[src/rtl/bus_ctrl_if.sv]
// Bus controller signal bundle: CPU request side plus the per-device select/data side.
// The controller uses the slave modport, and the CPU/device environment uses the master modport.
interface bus_ctrl_if #(
  parameter int ADDR_W = 16,
  parameter int DATA_W = 8,
  parameter int NREG   = 4
) ();
  logic [ADDR_W-1:0]      cpu_addr;
  logic                   cpu_rd_req;
  logic                   cpu_wr_en;
  logic                   cpu_ready;
  logic [DATA_W-1:0]      cpu_rd_data;
  logic [NREG-1:0]        dev_cs;
  logic [NREG-1:0]        dev_wr_en;
  logic [NREG*DATA_W-1:0] dev_rd_data;
  logic [NREG-1:0]        dev_wait;
  logic                   bus_err;

  modport slave (
    input  cpu_addr, cpu_rd_req, cpu_wr_en, dev_rd_data, dev_wait,
    output cpu_ready, cpu_rd_data, dev_cs, dev_wr_en, bus_err
  );

  modport master (
    output cpu_addr, cpu_rd_req, cpu_wr_en, dev_rd_data, dev_wait,
    input  cpu_ready, cpu_rd_data, dev_cs, dev_wr_en, bus_err
  );
endinterface

[src/rtl/bus_ctrl.sv]
// CPU bus controller: mask/match region decode, latched chip selects, gated write enables,
// and reads stretched by per-region wait states, device wait and a timeout.
module bus_ctrl #(
  parameter int                     ADDR_W       = 16,
  parameter int                     DATA_W       = 8,
  parameter int                     NREG         = 4,
  parameter logic [NREG*ADDR_W-1:0] REG_MASK     = '0,
  parameter logic [NREG*ADDR_W-1:0] REG_MATCH    = '0,
  parameter logic [NREG*4-1:0]      REG_WAIT     = '0,
  parameter int                     TIMEOUT      = 64,
  parameter logic [DATA_W-1:0]      DEFAULT_DATA = {DATA_W{1'b1}}
) (
  input  logic       sys_clk,
  input  logic       reset_n,
  bus_ctrl_if.slave  bus
);

  localparam int                IDX_W     = (NREG > 1) ? $clog2(NREG) : 1;
  localparam int                TCNT_W    = $clog2(TIMEOUT);
  localparam logic [TCNT_W-1:0] TCNT_LAST = TCNT_W'(TIMEOUT - 1);

  typedef enum logic [1:0] {
    ST_IDLE,
    ST_WAIT,
    ST_DONE
  } state_t;

  state_t              r_state;
  logic                r_rd_req_q;
  logic                r_cpu_ready;
  logic [DATA_W-1:0]   r_cpu_rd_data;
  logic [NREG-1:0]     r_dev_cs;
  logic                r_bus_err;
  logic [3:0]          r_cnt;
  logic [TCNT_W-1:0]   r_tcnt;
  logic [IDX_W-1:0]    r_sel_idx;
  logic                r_unmapped;
  logic                r_abort;

  logic [NREG-1:0]     w_hit;
  logic [NREG-1:0]     w_sel;
  logic [IDX_W-1:0]    w_sel_idx;
  logic                w_hit_any;
  logic                w_rd_rise;
  logic                w_wait_done;
  logic [3:0]          w_wait_tbl [NREG];
  logic [DATA_W-1:0]   w_dev_data [NREG];

  genvar gi;
  generate
    for (gi = 0; gi < NREG; gi++) begin : g_region
      assign w_hit[gi]      = (bus.cpu_addr & REG_MASK[gi*ADDR_W +: ADDR_W])
                              == REG_MATCH[gi*ADDR_W +: ADDR_W];
      assign w_wait_tbl[gi] = REG_WAIT[gi*4 +: 4];
      assign w_dev_data[gi] = bus.dev_rd_data[gi*DATA_W +: DATA_W];
    end
  endgenerate

  // Scan from the top down so the lowest-index hit is the one that sticks.
  always_comb begin
    w_sel     = '0;
    w_sel_idx = '0;
    for (int i = NREG - 1; i >= 0; i--) begin
      if (w_hit[i]) begin
        w_sel     = '0;
        w_sel[i]  = 1'b1;
        w_sel_idx = IDX_W'(i);
      end
    end
  end

  assign w_hit_any   = |w_hit;
  assign w_rd_rise   = bus.cpu_rd_req & ~r_rd_req_q;
  assign w_wait_done = (r_cnt == 4'd0) && (r_unmapped || !bus.dev_wait[r_sel_idx]);

  // Writes complete in the cycle they are presented, so the enable must bypass the FSM registers.
  assign bus.dev_wr_en   = (r_state == ST_IDLE && bus.cpu_wr_en) ? w_sel : '0;
  assign bus.cpu_ready   = r_cpu_ready;
  assign bus.cpu_rd_data = r_cpu_rd_data;
  assign bus.dev_cs      = r_dev_cs;
  assign bus.bus_err     = r_bus_err;

  always_ff @(posedge sys_clk) begin
    if (!reset_n) begin
      r_state       <= ST_IDLE;
      r_rd_req_q    <= 1'b0;
      r_cpu_ready   <= 1'b1;
      r_cpu_rd_data <= '0;
      r_dev_cs      <= '0;
      r_bus_err     <= 1'b0;
      r_cnt         <= '0;
      r_tcnt        <= '0;
      r_sel_idx     <= '0;
      r_unmapped    <= 1'b0;
      r_abort       <= 1'b0;
    end else begin
      r_rd_req_q <= bus.cpu_rd_req;
      r_bus_err  <= 1'b0;
      case (r_state)
        ST_IDLE: begin
          if (bus.cpu_wr_en) begin
            r_dev_cs <= w_sel;
            if (!w_hit_any) r_bus_err <= 1'b1;
          end
          if (w_rd_rise) begin
            r_dev_cs    <= w_sel;
            r_sel_idx   <= w_sel_idx;
            r_unmapped  <= !w_hit_any;
            r_abort     <= 1'b0;
            r_cnt       <= w_hit_any ? w_wait_tbl[w_sel_idx] : 4'd0;
            r_tcnt      <= '0;
            r_cpu_ready <= 1'b0;
            r_state     <= ST_WAIT;
          end
        end
        ST_WAIT: begin
          r_tcnt <= r_tcnt + 1'b1;
          if (r_cnt != 4'd0) r_cnt <= r_cnt - 4'd1;
          // A normal completion on the last allowed cycle is not treated as an abort.
          if (w_wait_done) begin
            r_state <= ST_DONE;
          end else if (r_tcnt == TCNT_LAST) begin
            r_state <= ST_DONE;
            r_abort <= 1'b1;
          end
          if (bus.cpu_wr_en) r_bus_err <= 1'b1;
        end
        ST_DONE: begin
          r_cpu_rd_data <= (r_unmapped || r_abort) ? DEFAULT_DATA : w_dev_data[r_sel_idx];
          r_bus_err     <= r_unmapped | r_abort | bus.cpu_wr_en;
          r_cpu_ready   <= 1'b1;
          r_state       <= ST_IDLE;
        end
        default: r_state <= ST_IDLE;
      endcase
    end
  end

endmodule

[src/flat_wrapper.sv]
// flat-port wrapper written by rule: the top's interface ports become plain ports
module bus_ctrl_flat 
#(
  parameter int                     ADDR_W       = 16,
  parameter int                     DATA_W       = 8,
  parameter int                     NREG         = 4,
  parameter logic [NREG*ADDR_W-1:0] REG_MASK     = '0,
  parameter logic [NREG*ADDR_W-1:0] REG_MATCH    = '0,
  parameter logic [NREG*4-1:0]      REG_WAIT     = '0,
  parameter int                     TIMEOUT      = 64,
  parameter logic [DATA_W-1:0]      DEFAULT_DATA = {DATA_W{1'b1}}
)
  (sys_clk, reset_n, bus_cpu_addr, bus_cpu_rd_req, bus_cpu_wr_en, bus_dev_rd_data, bus_dev_wait, bus_cpu_ready, bus_cpu_rd_data, bus_dev_cs, bus_dev_wr_en, bus_bus_err);
  bus_ctrl_if #(.ADDR_W(ADDR_W), .DATA_W(DATA_W), .NREG(NREG)) bus_i ();
  input  logic sys_clk;
  input  logic reset_n;
  input wire logic [$bits(bus_i.cpu_addr)-1:0] bus_cpu_addr;
  input wire logic [$bits(bus_i.cpu_rd_req)-1:0] bus_cpu_rd_req;
  input wire logic [$bits(bus_i.cpu_wr_en)-1:0] bus_cpu_wr_en;
  input wire logic [$bits(bus_i.dev_rd_data)-1:0] bus_dev_rd_data;
  input wire logic [$bits(bus_i.dev_wait)-1:0] bus_dev_wait;
  output wire logic [$bits(bus_i.cpu_ready)-1:0] bus_cpu_ready;
  output wire logic [$bits(bus_i.cpu_rd_data)-1:0] bus_cpu_rd_data;
  output wire logic [$bits(bus_i.dev_cs)-1:0] bus_dev_cs;
  output wire logic [$bits(bus_i.dev_wr_en)-1:0] bus_dev_wr_en;
  output wire logic [$bits(bus_i.bus_err)-1:0] bus_bus_err;
  assign bus_i.cpu_addr = bus_cpu_addr;
  assign bus_i.cpu_rd_req = bus_cpu_rd_req;
  assign bus_i.cpu_wr_en = bus_cpu_wr_en;
  assign bus_i.dev_rd_data = bus_dev_rd_data;
  assign bus_i.dev_wait = bus_dev_wait;
  assign bus_cpu_ready = bus_i.cpu_ready;
  assign bus_cpu_rd_data = bus_i.cpu_rd_data;
  assign bus_dev_cs = bus_i.dev_cs;
  assign bus_dev_wr_en = bus_i.dev_wr_en;
  assign bus_bus_err = bus_i.bus_err;
  bus_ctrl #(.ADDR_W(ADDR_W), .DATA_W(DATA_W), .NREG(NREG), .REG_MASK(REG_MASK), .REG_MATCH(REG_MATCH), .REG_WAIT(REG_WAIT), .TIMEOUT(TIMEOUT), .DEFAULT_DATA(DEFAULT_DATA)) u_core (.sys_clk(sys_clk), .reset_n(reset_n), .bus(bus_i));
endmodule
[config.mk]
export PLATFORM = sky130hd
export DESIGN_NAME = bus_ctrl_flat
export DESIGN_NICKNAME = d
export VERILOG_FILES = /design/src/rtl/bus_ctrl_if.sv /design/src/rtl/bus_ctrl.sv /design/src/flat_wrapper.sv
export SDC_FILE = /design/constraint.sdc
export NUM_CORES = 1
export LEC_CHECK = 0
export CORE_MARGIN = 2
export CORE_UTILIZATION = 33
export CTS_CLUSTER_SIZE = 28
export DETAILED_ROUTE_END_ITERATION = 7
export HOLD_SLACK_MARGIN = 0.1
export PLACE_DENSITY = 0.75
export SLEW_MARGIN = 0
export SYNTH_ARGS = -nofsm -noshare
export SYNTH_HDL_FRONTEND = slang
export SYNTH_SLANG_ARGS = --single-unit
[constraint.sdc]
create_clock -name sys_clk -period 1.46 [get_ports sys_clk]
set_input_delay 0.219 -clock sys_clk [delete_from_list [all_inputs] [get_ports sys_clk]]
set_output_delay 0.219 -clock sys_clk [all_outputs]
set_load 0.01 [all_outputs]
==> flow_summary.json <==
{
  "outcome": "finished with violations",
  "violations": "setup timing",
  "start_util_pct": 34.0,
  "overflow": 0,
  "grt.total_usage_pct": 12.7,
  "critPathRequiredTime_ns": 1.62,
  "drt_wl_total_mm": 2.49,
  "holdPathEnd": "u_core.bus.dev_cs[0]$_SDFFE_PN0P_",
  "cts_made_buffers": 3,
  "critPathLaunchType": "register",
  "min-delay-start": "u_core.bus.dev_cs[0]$_SDFFE_PN0P_",
  "leakage_nw": 0.683,
  "synth_top_area_share_pct": 40.5,
  "viasPerCell": 4.79,
  "ios": 74,
  "clock_sinks": 25,
  "ant_nets": 0,
  "areaGrowthSynthToFinish_pct": 42.5,
  "final_cell_mix": "clkdlybuf4s50_1 (23), buf_4 (22), dfxtp_1 (21)",
  "r2r_start": "u_core.r_cnt[0]$_SDFFE_PN0P_",
  "drtIter0Drc": 45,
  "layout_commonest_cell": "clkdlybuf4s50_1",
  "fin_crit_sh_pct": 101,
  "hold_depth": 1,
  "grt_busiest_layer": "met2",
  "cp_max_fo": 3,
  "clock_latency_ns": 0.27,
  "cts_buffer_depth": 2,
  "synthCells": 130,
  "finClkSkew_ns": 0.000820,
  "ys_warn_count": 0,
  "ys_types": 34,
  "crit_type": "register to register",
  "portBuffers": 24,
  "syn_area_um2": 1230,
  "grt_setup_unrepaired": "true",
  "drive_gt1_share_pct": 34.9,
  "cts_tree": "yes",
  "yosysTopAreaCell": "dfxtp_1",
  "worstPathArrival_ns": 1.64,
  "clock.fmax_ghz": 0.677,
  "p_per_area_nw_per_um2": 1470,
  "ir_worst_vdd_mv": 0.798,
  "multiInputGateArea_um2": 728,
  "clkTransAtPathRegs_ns": 0.09,
  "ys_ff_latch": 25,
  "fp-row-count": 22,
  "die_h_um": 65.2,
  "setup_tns_ns": -0.0177,
  "antenna_found_initial": 0,
  "num-fill-cells": 348,
  "vias": 1054,
  "hpwlAfterDp_mm": 1.85,
  "clockRootBuffer": "clkbuf_8",
  "grt_start_max_net_pins": 15,
  "rrSetupSlack_ns": -0.02,
  "core_area_um2": 3630,
  "final_nets": 236,
  "ys_seq_area_share_pct": 40.5,
  "grt_pass1_wl_mm": 4.28,
  "setup_violations": 1,
  "wl_per_cell_um": 11.3,
  "drv_cap": 0,
  "setup_ws_ns": -0.0177,
  "die_w_um": 65.2,
  "num_antenna_cells": 0,
  "synth.area.top_cells": "dfxtp_1 (41%), o221a_2 (7.3%), ha_1 (7.1%)",
  "timing.rr.end": "u_core.r_state[0]$_SDFFE_PN0P_",
  "final_util_pct": 48.4,
  "end_kind": "register",
  "hold_viol_final": 0,
  "hp-class": "register to register",
  "dr.pass1.iters": 4,
  "drc_errors": 0,
  "grt_pass1_vias": 993,
  "grt_util_met2_pct": 20.8,
  "htreeDepth": 1,
  "final-seq-area_um2": 505,
  "syn_avg_cell_area_um2": 9.50,
  "gp_congestion": 0.753,
  "drv_slew": 0,
  "rr_worst_depth": 6,
  "fin_crit_ns": 1.48,
  "grt_use_met1_pct": 16.5,
  "use_met3_pct": 3.25,
  "die_area_um2": 4250
}
cells in the mapped netlist (all sizes together):
master   count
a21oi        7
a41o         1
a21boi       3
and2         2
nand4        1
o211ai       1
a21o         1
nor3b        1
nand4b       1
conb         1
or2b         1
dfxtp       25
o221a        8
nand2b       2
a211oi       3
clkbuf       4
and4bb       1
o21a         2
o2111ai      1
xnor2        6
nor2         8
nand3        7
inv          5
or4b         1
ha           7
nand3b       3
nand2        8
nor2b        2
o21ai        7
or3          1
buf          9
metrics by stage:
step                std cells  worst slack (ns)  cell area, µm²  power [mW]  hold slack (ns)
floorplan                 135            0.0116            1260        1.61            0.341
global placement          213            -0.150            1620        2.03            0.456
detailed placement        213            -0.159            1620        2.04            0.468
CTS                       219           -0.0200            1730        2.54            0.495
global route              220           -0.0555            1760        2.80            0.526
finish                    220           -0.0177            1760        2.59            0.484
how the worst max path moves through the flow:
stage | start | end | cells past startpoint
after global placement | bus_dev_wait[0] | u_core.r_state[0]$_SDFFE_PN0P_ | 5
after global routing | u_core.r_cnt[0]$_SDFFE_PN0P_ | u_core.r_state[0]$_SDFFE_PN0P_ | 6
after detailed placement | bus_dev_wait[0] | u_core.r_state[0]$_SDFFE_PN0P_ | 5
after floorplan | u_core.r_state[1]$_SDFFE_PN0P_ | u_core.r_cnt[3]$_SDFFE_PN0P_ | 7
final | u_core.r_cnt[0]$_SDFFE_PN0P_ | u_core.r_state[0]$_SDFFE_PN0P_ | 6
after CTS | u_core.r_cnt[1]$_SDFFE_PN0P_ | u_core.r_state[0]$_SDFFE_PN0P_ | 6
registers in the layout, indices dropped and copies added, names as in the netlist:
name and flops:
u_core.bus.cpu_ready 1, u_core.r_cnt 4, u_core.r_tcnt 6, u_core.r_abort 1, u_core.r_rd_req_q 1, u_core.bus.bus_err 1, u_core.bus.dev_cs 1, u_core.bus.cpu_rd_data 8
u_core.r_state 2
routing by layer:
layer	vias up	routed length [µm]	share of wire, %
met2	19	1210	49
met1	499	1160	47
met3	2	103	4.1
li1	534	-	-
met5	-	0	0
met4	0	13	0.52
critical path: stages, from the launching register on:
cell      delay [ns]
dfxtp_2         0.33
inv_2           0.07
ha_4            0.13
or4b_4          0.47
o211ai_2        0.10
a21oi_2         0.08
a41o_1          0.20
power by group:
group	switching [mW]	total, mW	internal, mW
Sequential	0.0977	0.924	0.826
Clock	0.222	0.413	0.191
Combinational	0.539	1.26	0.716
area by class of cell:
| cell class | instances | share of cell area (%) |
|---|---|---|
| Clock buffer | 3 | 2.35 |
| Clock inverter | 1 | 0.284 |
| Inverter | 5 | 1.07 |
| Multi-Input combinational cell | 92 | 41.4 |
| Sequential cell | 25 | 28.7 |
| Tap cell | 48 | 3.41 |
| Timing Repair Buffer | 46 | 22.8 |
timing repair:
action | in CTS | in global routing
buffers inserted | 2 | 1
gates resized for setup | 14 | 11
hold buffers | 0 | 0
endpoints found under the setup margin | 12 | 19
pin swaps | 3 | 4
cells by family (layout without fill, tap and decap cells):
kind of cell	count (synthesis)	after routing	share of synthesized area (%)
and+or+nand+nor	39	39	18.0
AOI/OAI and AO/OA	34	34	22.2
DFF	25	25	40.5
buffers and inverters	18	55	7.60
adders and majority gates	7	7	7.09
xor gates and xnor gates	6	6	4.26
other	1	6	0.304
No activity file was read; power rests on OpenSTA's default activity.
